===== src/rtl/cpu_pkg.sv =====
// Shared definitions for the 16-bit 5-stage CPU pipeline registers.
// The control struct is reused by the ID/EX, EX/MEM and MEM/WB stages.
package cpu_pkg;

   localparam int DATA_W     = 16;
   localparam int REG_ADDR_W = 4;

   // MEM/WB control bundle carried down the pipe; a zero value is a bubble.
   typedef struct packed {
      logic muxWb;      // 0 = memory data, 1 = ALU result
      logic memRead;
      logic memWrite;
      logic regWrite;
      logic regWrite0;
   } ex_mem_ctrl_t;

endpackage


===== src/rtl/pipe_reg.sv =====
// Width-parameterized flop with asynchronous active-high clear.
module pipe_reg #(
   parameter int W = 1
) (
   input  logic         clock,
   input  logic         reset,
   input  logic [W-1:0] d,
   output logic [W-1:0] q
);

   always_ff @(posedge clock or posedge reset) begin
      if (reset) q <= '0;
      else       q <= d;
   end

endmodule


===== src/rtl/ex_mem_pipe_reg.sv =====
// EX/MEM pipeline register: stores execute results, register indices and
// MEM/WB controls for one cycle. Reset yields a bubble.
module ex_mem_pipe_reg #(
   parameter int DATA_W     = cpu_pkg::DATA_W,
   parameter int REG_ADDR_W = cpu_pkg::REG_ADDR_W
) (
   input  logic                  clock,
   input  logic                  reset,
   input  logic [DATA_W-1:0]     alu_in,
   input  logic [DATA_W-1:0]     rd1_in,
   input  logic [DATA_W-1:0]     r0_in,
   input  logic [REG_ADDR_W-1:0] rr1_in,
   input  logic [REG_ADDR_W-1:0] waddr_in,
   input  logic                  mux_wb_in,
   input  logic                  mem_read_in,
   input  logic                  mem_write_in,
   input  logic                  reg_write_in,
   input  logic                  reg_write0_in,
   output logic [DATA_W-1:0]     alu_out,
   output logic [DATA_W-1:0]     rd1_out,
   output logic [DATA_W-1:0]     r0_out,
   output logic [REG_ADDR_W-1:0] rr1_out,
   output logic [REG_ADDR_W-1:0] waddr_out,
   output logic                  mux_wb_out,
   output logic                  mem_read_out,
   output logic                  mem_write_out,
   output logic                  reg_write_out,
   output logic                  reg_write0_out
);
   import cpu_pkg::*;

   localparam int CTRL_W = $bits(ex_mem_ctrl_t);
   localparam int BUS_W  = 3*DATA_W + 2*REG_ADDR_W + CTRL_W;

   ex_mem_ctrl_t     ctrlIn, ctrlOut;
   logic [BUS_W-1:0] busIn, busOut;

   assign ctrlIn = '{muxWb:     mux_wb_in,
                     memRead:   mem_read_in,
                     memWrite:  mem_write_in,
                     regWrite:  reg_write_in,
                     regWrite0: reg_write0_in};

   // One flop bank over the whole bundle keeps every field on the same edge.
   assign busIn = {alu_in, rd1_in, r0_in, rr1_in, waddr_in, ctrlIn};

   pipe_reg #(.W(BUS_W)) uStage (
      .clock (clock),
      .reset (reset),
      .d     (busIn),
      .q     (busOut)
   );

   assign {alu_out, rd1_out, r0_out, rr1_out, waddr_out, ctrlOut} = busOut;

   assign mux_wb_out     = ctrlOut.muxWb;
   assign mem_read_out   = ctrlOut.memRead;
   assign mem_write_out  = ctrlOut.memWrite;
   assign reg_write_out  = ctrlOut.regWrite;
   assign reg_write0_out = ctrlOut.regWrite0;

endmodule


===== config.mk =====
export PLATFORM = sky130hd
export DESIGN_NAME = ex_mem_pipe_reg
export DESIGN_NICKNAME = d
export VERILOG_FILES = /design/src/rtl/cpu_pkg.sv /design/src/rtl/pipe_reg.sv /design/src/rtl/ex_mem_pipe_reg.sv
export SDC_FILE = /design/constraint.sdc
export NUM_CORES = 1
export LEC_CHECK = 0
export BUFFER_PORTS_ARGS = -buffer_cell sky130_fd_sc_hd__buf_2
export CORE_MARGIN = 5
export CORE_UTILIZATION = 30
export DETAILED_ROUTE_END_ITERATION = 8
export GPL_TIMING_DRIVEN = 0
export SYNTH_ARGS = -nofsm -noshare
export SYNTH_HDL_FRONTEND = slang
export SYNTH_SLANG_ARGS = --single-unit

===== constraint.sdc =====
create_clock -name clock -period 5 [get_ports clock]
set_clock_uncertainty 0.2 [all_clocks]
set_input_delay 0.25 -clock clock [delete_from_list [all_inputs] [get_ports clock]]
set_output_delay 0.25 -clock clock [all_outputs]
set_load 0.05 [all_outputs]

# Word level (Yosys, flattened, before mapping)
# Index checks and enable logic that the tools add are counted.
dict set report classes {
  bitwise 0
  magnitude_cmp 0
  add_sub_neg 0
  n_shift 0
  reduce_logical 0
  multipliers 0
  div_mod_pow 0
  n_mux 0
  eq_ne 0
}
dict set report totals {
  out_inout_bits 61
  mem_bits_ro 0
  in_bits 63
  wordCells 1
  regBits 61
  mem_bits_rw 0
  mem_count 0
  latch_bits 0
}

# Depth between registers and ports, before layout
# Gate-level depths: netlist (run 1).
dict set report logic_depth {
  word_depth 0
  depth_mapped 1
  ltp_nobuf 1
}

# Worst setup path after synthesis (run 1)
# No wires, ideal clock.
dict set report synth_path {
  kind {register to output}
  start {reg uStage.q[45]}
  end {out alu_out[0]}
  setup_slack_ns 3.964
  t_required_ns 4.550
  arrival_time_ns 0.586
  path_buffers 0
  path_stages_with_launch 1
  cell_sequence {dfrtp_1}
}
# element line_no
set synth_lines {}
lappend synth_lines {{start: declaration} pipe_reg.sv:8} ;# output logic [W-1:0] q
lappend synth_lines {{start signal: assignment} pipe_reg.sv:12} ;# if (reset) q <= '0;
lappend synth_lines {{start signal: assignment} pipe_reg.sv:13} ;# else q <= d;
lappend synth_lines {{end: declaration} ex_mem_pipe_reg.sv:19} ;# output logic [DATA_W-1:0] alu_out,
# No word-level cell between the ends.

# Final worst setup path (run 1)
dict set report layout_path {
  start {reg uStage.q[30]}
  end {out rd1_out[1]}
}
# element line_no
set layout_lines {}
lappend layout_lines {{end: declaration} ex_mem_pipe_reg.sv:20} ;# output logic [DATA_W-1:0] rd1_out,
# No word-level cell between the ends.

==> impl_metrics.env, run 1 <==
export IMPL_areaGrowthSynthToFinish_pct=100
export IMPL_final_nets=322
export IMPL_max_cap_viol_count=0
export IMPL_slowest_stage="dfrtp_1"
export IMPL_multi_input_cells=0
export IMPL_yosysTopAreaCell="dfrtp_1"
export IMPL_yosys_warnings=0
export IMPL_worst_hold_slack_ns=0.355
export IMPL_cts_buffers=9
export IMPL_setup_violations=0
export IMPL_clkSinkCount=61
export IMPL_p_per_area_nw_per_um2=369
export IMPL_min_path_type="input port to async pin"
export IMPL_cp_top_family="flip-flops"
export IMPL_slowest_delay_ns=0.34
export IMPL_antenna_left=0
export IMPL_cp_endpoint="rd1_out[1]"
export IMPL_dp_hpwl_um=2560
export IMPL_drt_pass1_iter_count=2
export IMPL_clk_pin_slew_worst_paths_ns=0.07
export IMPL_h_tree_depth=3
export IMPL_drt_initial_drc_count=30
export IMPL_reg_top3="uStage.q: 61 flops"
export IMPL_cts_tree="built"
export IMPL_fp_dieH_um=81.4
export IMPL_drc_errors=0
export IMPL_place_congestion=0.660
export IMPL_period_share_pct=27.4
export IMPL_leakagePower_uw=0.00156
export IMPL_regMostFlops="uStage.q"
export IMPL_multiInputGateArea_um2=0
export IMPL_routed_wl_um=4290
export IMPL_layout_commonest_cell="buf_2"
export IMPL_synth_seq_cells=61
export IMPL_syn_area_um2=1530
export IMPL_num_rows=26
export IMPL_numPortBuffers=123
export IMPL_worstSetupPathType="flip-flop to output pin"
export IMPL_core_area_um2=5040
export IMPL_hold_violations=0
export IMPL_synth_distinct_cells=2
export IMPL_start_util_pct=30.3
export IMPL_synth_top_area_share_pct=99.8
export IMPL_max_freq_ghz=0.731
export IMPL_pin_count=124
export IMPL_drive_above_1_share_pct=52.7
export IMPL_grt_max_degree=33
export IMPL_cts_hold_buffers=62
export IMPL_die_x_um=81.4
export IMPL_peakVddDrop_v=0.000187
export IMPL_worst_slew_pin_slew_ns=0.634
export IMPL_postCtsSetupRepairBufs=0
export IMPL_syn_nets=125
export IMPL_worstPathMaxFanout=1
export IMPL_preCtsSetupSlack_ns=3.82
export IMPL_via_count=1243
export IMPL_root_buffer="clkbuf_8"
export IMPL_grt_pass1_wl_um=6580
export IMPL_crit_start="uStage.q[30]"
export IMPL_overflow=0
export IMPL_yosys_top_cells_area="dfrtp_1, inv_1"
export IMPL_start_kind="flip-flop"
export IMPL_arrival_ns=0.92
export IMPL_worst_path_stages=1
export IMPL_clk_path_buf_depth=2
export IMPL_ys_seq_area_share_pct=99.8
export IMPL_final_core_util_pct=60.8
export IMPL_worstPathRequired_ns=4.55
export IMPL_diodes=0
export IMPL_grt_pass1_vias=1435
export IMPL_setup_tns_ns=0
export IMPL_status="finished, final reports clean"
export IMPL_final_cell_mix="buf_2, dlygate4sd3_1, dfrtp_1, clkbuf_8"
export IMPL_maxSlewHeadroom_pct=57.7
export IMPL_maxSlewViolCount=0
export IMPL_worst_path_buf_inv=1
export IMPL_rsz0062_at_grt="no"
export IMPL_netlist_instances=62
export IMPL_wire_per_inst_um=12.9
export IMPL_crit_path_end_kind="output pin"
export IMPL_grt_use_total_pct=14.1
export IMPL_crit_chain="buf_2"
export IMPL_post_cts_resized=0
export IMPL_vias_per_cell=3.72
export IMPL_stdcell_area_um2=3070
export IMPL_antenna_found_initial=0
export IMPL_largest_register_ffs=61
export IMPL_fin_crit_ns=1.37
export IMPL_die_area_um2=6630
export IMPL_placed_area_um2=2250
export IMPL_syn_area_per_cell_um2=24.7
export IMPL_layout_setup_ws_ns=3.63
cell usage after synthesis:
| cell type | n |
|---|---|
| inv_1 | 1 |
| dfrtp_1 | 61 |
final cells by class:
| cell class | instances | area, um^2 |
|---|---|---|
| tap | 70 | 87.6 |
| clock inverter | 4 | 47.5 |
| fill | 387 | 1980 |
| timing repair buffer | 186 | 1260 |
| clock buffer | 12 | 145 |
| inverter | 1 | 3.75 |
| sequential | 61 | 1530 |
tightest hold or removal path, delay by kind of cell:
family   cells  cell delay (ns)
buf+inv      3             1.10
worst min-delay path by stage:
| stage | slack, ns | to | start |
|---|---|---|---|
| floorplan | 0.08 | uStage.q[0] | reg_write0_in |
| global placement | 0.16 | uStage.q[50] | alu_in[5] |
| detailed placement | 0.16 | uStage.q[40] | rd1_in[11] |
| CTS | 0.33 | uStage.q[28] | r0_in[15] |
| global route | 0.35 | uStage.q[37] | rd1_in[8] |
| finish | 0.36 | uStage.q[27] | reset |
per-stage QoR:
stage / power, uW / cells
after global routing: 1190 / 334
after CTS: 1150 / 334
after global placement: 683 / 255
final: 1130 / 334
after detailed placement: 688 / 256
after floorplan: 633 / 62
kinds of logic after synthesis:
group    Yosys count  share of synthesized area (%)
flops             61                           99.8
buf+inv            1                          0.245
per-layer routing:
layer	wire length (um)	track usage (%)	up-vias
met2	2460	26.0	66
met3	449	6.14	7
li1	-	-	584
met1	1320	12.3	586
met4	62	8.61	0
met5	0	0	-
power by group:
group	total [uW]	internal [uW]	switching, uW	leakage, uW
Sequential	524	518	5.62	0.000711
Clock	415	242	173	0.0000964
Combinational	192	67.0	125	0.000756
Total	1130	828	304	0.00156
No activity file was read; power rests on OpenSTA's default activity.
==> inputs of run 2 (changes only) <==
--- a/config.mk
+++ b/config.mk
@@ -10,6 +10,7 @@
 export CORE_UTILIZATION = 30
 export DETAILED_ROUTE_END_ITERATION = 8
 export GPL_TIMING_DRIVEN = 0
+export PLACE_DENSITY = 0.67
 export SYNTH_ARGS = -nofsm -noshare
 export SYNTH_HDL_FRONTEND = slang
 export SYNTH_SLANG_ARGS = --single-unit
==> constraint.sdc (replaced) <==
create_clock -name clock -period 1.12 [get_ports clock]
set_clock_uncertainty 0.2 [all_clocks]
set_input_delay 0.056 -clock clock [delete_from_list [all_inputs] [get_ports clock]]
set_output_delay 0.056 -clock clock [all_outputs]
set_load 0.05 [all_outputs]
==> impl_metrics.env, run 2 (synthesis results as in run 1) <==
export IMPL_antenna_found_initial=2
export IMPL_grt_max_degree=62
export IMPL_postCtsSetupRepairBufs=0
export IMPL_max_cap_viol_count=0
export IMPL_leakagePower_uw=0.00169
export IMPL_pin_count=124
export IMPL_dp_hpwl_um=3410
export IMPL_clock_power_share_pct=37.0
export IMPL_status="complete, but fails checks"
export IMPL_worst_slew_pin_slew_ns=0.654
export IMPL_placed_area_um2=2240
export IMPL_min_path_type="input port to async pin"
export IMPL_peakVddDrop_v=0.000941
export IMPL_largest_register_ffs=61
export IMPL_start_util_pct=30.3
export IMPL_p_seq_share_pct=44.2
export IMPL_die_area_um2=6630
export IMPL_stdcell_area_um2=3460
export IMPL_areaGrowthSynthToFinish_pct=126
export IMPL_maxSlewViolCount=0
export IMPL_worstPathMaxFanout=1
export IMPL_period_share_pct=103
export IMPL_reg_top3="uStage.q: 61 flops"
export IMPL_die_x_um=81.4
export IMPL_drc_errors=0
export IMPL_drt_pass1_iter_count=4
export IMPL_vias_per_cell=3.87
export IMPL_crit_path_end_kind="output pin"
export IMPL_start_kind="flip-flop"
export IMPL_h_tree_depth=3
export IMPL_arrival_ns=0.89
export IMPL_max_freq_ghz=0.871
export IMPL_cts_hold_buffers=61
export IMPL_clkSinkCount=61
export IMPL_worst_hold_slack_ns=-0.387
export IMPL_overflow=0
export IMPL_antenna_left=0
export IMPL_worst_path_buf_inv=1
export IMPL_final_nets=321
export IMPL_numPortBuffers=123
export IMPL_multi_input_cells=0
export IMPL_dp_cells=255
export IMPL_p_per_area_nw_per_um2=1550
export IMPL_final_cell_mix="buf_2, dlygate4sd3_1, buf_6, dfrtp_1, clkbuf_8"
export IMPL_root_buffer="clkbuf_8"
export IMPL_drive_above_1_share_pct=53.6
export IMPL_drt_initial_drc_count=29
export IMPL_slowest_delay_ns=0.40
export IMPL_worst_path_stages=1
export IMPL_fp_dieH_um=81.4
export IMPL_cts_tree="built"
export IMPL_grt_pass1_wl_um=7890
export IMPL_rsz0062_at_grt="yes"
export IMPL_regMostFlops="uStage.q"
export IMPL_p_switching_uw=1470
export IMPL_fin_cells=335
export IMPL_clk_path_buf_depth=2
export IMPL_place_congestion=0.721
export IMPL_grt_pass1_vias=1475
export IMPL_grt_use_total_pct=17.4
export IMPL_maxSlewHeadroom_pct=56.3
export IMPL_fin_crit_ns=1.15
export IMPL_worstSetupPathType="flip-flop to output pin"
export IMPL_clk_pin_slew_worst_paths_ns=0.07
export IMPL_cts_buffers=9
export IMPL_crit_start="uStage.q[12]"
export IMPL_via_count=1298
export IMPL_core_area_um2=5040
export IMPL_routed_wl_um=5370
export IMPL_final_core_util_pct=68.7
export IMPL_cp_top_family="flip-flops"
export IMPL_crit_chain="buf_6"
export IMPL_hold_violations=37
export IMPL_setup_violations=13
export IMPL_internal_power_uw=3900
export IMPL_switching_share_pct=27.3
export IMPL_layout_commonest_cell="buf_2"
export IMPL_combPwrFrac_pct=18.8
export IMPL_layout_setup_ws_ns=-0.0285
export IMPL_violations="hold timing, setup timing"
export IMPL_cp_endpoint="rr1_out[3]"
export IMPL_num_rows=26
export IMPL_multiInputGateArea_um2=0
export IMPL_slowest_stage="dfrtp_1"
export IMPL_wire_per_inst_um=16.0
export IMPL_worstPathRequired_ns=0.86
[run 2: worst min path at each step]
| stage | slack, ns | cells past startpoint | to |
|---|---|---|---|
| finish | -0.39 | 2 | uStage.q[58] |
| floorplan | -0.11 | 0 | uStage.q[0] |
| CTS | -0.14 | 2 | uStage.q[21] |
| global route | -0.36 | 2 | uStage.q[15] |
| global placement | -0.04 | 1 | uStage.q[18] |
| detailed placement | -0.03 | 1 | uStage.q[45] |
[run 2: final cells by class]
class                 instances  area (um^2)
Timing Repair Buffer        185         1630
Antenna cell                  2         5.00
Tap cell                     70         87.6
Clock inverter                5         58.8
Sequential cell              61         1530
Clock buffer                 11          151
Fill cell                   342         1580
Inverter                      1         7.51
[run 2: metrics by stage]
stage / power [uW] / setup TNS, ns / setup WS [ns]
floorplan: 2830 / 0 / 0.220
global placement: 3070 / -9.34 / -0.156
detailed placement: 3070 / -11.45 / -0.190
CTS: 5380 / -0.685 / -0.0379
global route: 5590 / -2.21 / -0.0671
finish: 5360 / -0.112 / -0.0285
[run 2: power groups by stage]
stage               Sequential, uW  Clock [uW]  Combinational (uW)
floorplan                     2790           0                32.8
global placement              2380           0                 685
detailed placement            2380           0                 691
CTS                           2370        2020                 997
global route                  2380        2150                1050
finish                        2370        1980                1010
[run 2: repair_timing]
action	in CTS	in global routing
resized for setup	122	0
endpoints found under the hold margin	122	30
setup endpoints to repair	61	61
[run 2: metal layers]
layer  track usage, %  part of all wire [%]  up-vias
met5                0                     0        -
met3             6.58                   8.1        8
met4             8.28                   1.5        0
met1             18.0                    34      631
li1                 -                     -      585
met2             30.8                    56       74
==> inputs of run 3 (changes only) <==
--- a/config.mk
+++ b/config.mk
@@ -10,7 +10,8 @@
 export CORE_UTILIZATION = 30
 export DETAILED_ROUTE_END_ITERATION = 8
 export GPL_TIMING_DRIVEN = 0
-export PLACE_DENSITY = 0.67
+export PLACE_DENSITY = 0.78
 export SYNTH_ARGS = -nofsm -noshare
 export SYNTH_HDL_FRONTEND = slang
+export SYNTH_HIERARCHICAL = 1
 export SYNTH_SLANG_ARGS = --single-unit
==> impl_metrics.env, run 3 <==
export IMPL_status="complete, but fails checks"
export IMPL_violations="setup timing"
export IMPL_clkSinkCount=61
export IMPL_async_reset_ff_share_pct=100
export IMPL_antenna_left=0
export IMPL_max_freq_ghz=0.848
export IMPL_drt_initial_drc_count=23
export IMPL_synth_seq_cells=61
export IMPL_num_rows=26
export IMPL_syn_nets=125
export IMPL_yosysTopAreaCell="dfrtp_1"
export IMPL_syn_area_per_cell_um2=24.7
export IMPL_final_cell_mix="dlygate4sd3_1, buf_2, buf_6, dfrtp_1, clkbuf_8"
export IMPL_reg_top3="uStage/q: 61 flops"
export IMPL_multiInputGateArea_um2=0
export IMPL_yosysMostFrequentCell="dfrtp_1"
export IMPL_cp_top_family="flip-flops"
export IMPL_worst_slew_pin_slew_ns=0.336
export IMPL_min_path_type="input port to async pin"
export IMPL_layout_setup_ws_ns=-0.0597
export IMPL_arrival_ns=0.92
export IMPL_fillers=330
export IMPL_grt_max_degree=62
export IMPL_die_area_um2=6630
export IMPL_grt_pass1_vias=1552
export IMPL_root_buffer="clkbuf_8"
export IMPL_core_area_um2=5040
export IMPL_drc_errors=0
export IMPL_worstPathRequired_ns=0.86
export IMPL_clk_path_buf_depth=2
export IMPL_h_tree_depth=3
export IMPL_max_cap_viol_count=0
export IMPL_final_nets=322
export IMPL_crit_path_end_kind="output pin"
export IMPL_netlist_instances=62
export IMPL_via_count=1324
export IMPL_fp_dieH_um=81.4
export IMPL_period_share_pct=105
export IMPL_routed_wl_um=5710
export IMPL_wl_met2_um=3400
export IMPL_worstSetupPathType="flip-flop to output pin"
export IMPL_maxSlewViolCount=0
export IMPL_place_congestion=0.558
export IMPL_synth_enable_flop_cells=0
export IMPL_rsz0062_at_grt="yes"
export IMPL_synth_top_area_share_pct=99.8
export IMPL_pin_count=124
export IMPL_numPortBuffers=123
export IMPL_p_per_area_nw_per_um2=1540
export IMPL_vias_per_cell=3.96
export IMPL_antenna_found_initial=0
export IMPL_stdcell_area_um2=3460
export IMPL_worstPathMaxFanout=1
export IMPL_dp_hpwl_um=2740
export IMPL_routedLengthMet1_um=1590
export IMPL_top_layer_used="met4"
export IMPL_dp_cells=255
export IMPL_drive_above_1_share_pct=53.4
export IMPL_regMostFlops="uStage/q"
export IMPL_worst_hold_slack_ns=0.0419
export IMPL_drt_pass1_iter_count=4
export IMPL_cts_tree="built"
export IMPL_fin_cells=334
export IMPL_clk_pin_slew_worst_paths_ns=0.08
export IMPL_yosys_warnings=6
export IMPL_fin_crit_ns=1.18
export IMPL_setup_violations=30
export IMPL_ys_seq_area_share_pct=99.8
export IMPL_start_kind="flip-flop"
export IMPL_yosys_top_cells_count="dfrtp_1, inv_1"
export IMPL_postCtsSetupRepairBufs=0
export IMPL_start_util_pct=30.3
export IMPL_placed_area_um2=2240
export IMPL_worst_path_buf_inv=1
export IMPL_slowest_delay_ns=0.42
export IMPL_largest_register_ffs=61
export IMPL_cts_buffers=9
export IMPL_synthFlopType="dfrtp_1"
export IMPL_diodes=0
export IMPL_grt_pass1_wl_um=8090
export IMPL_grt_use_total_pct=17.9
export IMPL_wl_met3_um=486
export IMPL_wire_per_inst_um=17.1
export IMPL_leakagePower_uw=0.00168
export IMPL_power_uw=5340
export IMPL_synth_distinct_cells=2
export IMPL_peakVddDrop_v=0.00137
export IMPL_syn_area_um2=1530
export IMPL_maxSlewHeadroom_pct=77.5
export IMPL_crit_chain="buf_6"
export IMPL_die_x_um=81.4
export IMPL_yosys_top_cells_area="dfrtp_1, inv_1"
export IMPL_slowest_stage="dfrtp_1"
export IMPL_overflow=0
export IMPL_hold_violations=0
export IMPL_areaGrowthSynthToFinish_pct=126
export IMPL_preCtsSetupSlack_ns=-0.208
export IMPL_multi_input_cells=0
run 3: cell counts after synthesis:
No cell type changed its count.
run 3: layer usage:
metal | vias to the layer above | global-route usage [%]
met4 | 0 | 12.0
met2 | 75 | 33.1
met5 | - | 0
met3 | 16 | 7.57
met1 | 649 | 15.3
li1 | 584 | -
run 3: final timing paths:
check                      slack (ns)            to  depth (start not counted)    startpoint
worst max-delay path            -0.06     r0_out[4]                          1  uStage/q[17]
worst min-delay path             0.04  uStage/q[17]                          3         reset
max in group asynchronous        0.14  uStage/q[14]                          4         reset
min in group clock               0.16  uStage/q[18]                          2      r0_in[5]
run 3: report_power, final:
part           total (uW)  leakage (uW)  switching (uW)  internal (uW)
sequential           2370      0.000711            58.8           2310
combinational        1020      0.000881             580            439
clock                1940     0.0000918             911           1030
total                5340       0.00168            1550           3790
run 3: what timing repair did:
item,in CTS,in global routing
gates resized for setup,122,0
setup endpoints to repair,61,61
hold buffers,61,1
endpoints found under the hold margin,122,61
cloned,0,0
run 3: cell families after synthesis:
logic type / synth area share, %
buffers and inverters: 0.245
flip-flops: 99.8
run 3: area by class of cell:
class                 count  area, um^2  share of cell area (%)
tap                      70        87.6                    2.53
sequential               61        1530                    44.1
clock inverter            7        75.1                    2.17
timing repair buffer    186        1640                    47.4
clock buffer              9         124                    3.58
inverter                  1        7.51                   0.217
run 3: through the flow:
step                TNS [ns]  util (%)
finish                -0.478      68.6
global route           -2.64      68.6
CTS                   -0.674      68.0
detailed placement    -12.45      44.4
global placement       -9.39      44.4
floorplan                  0         -
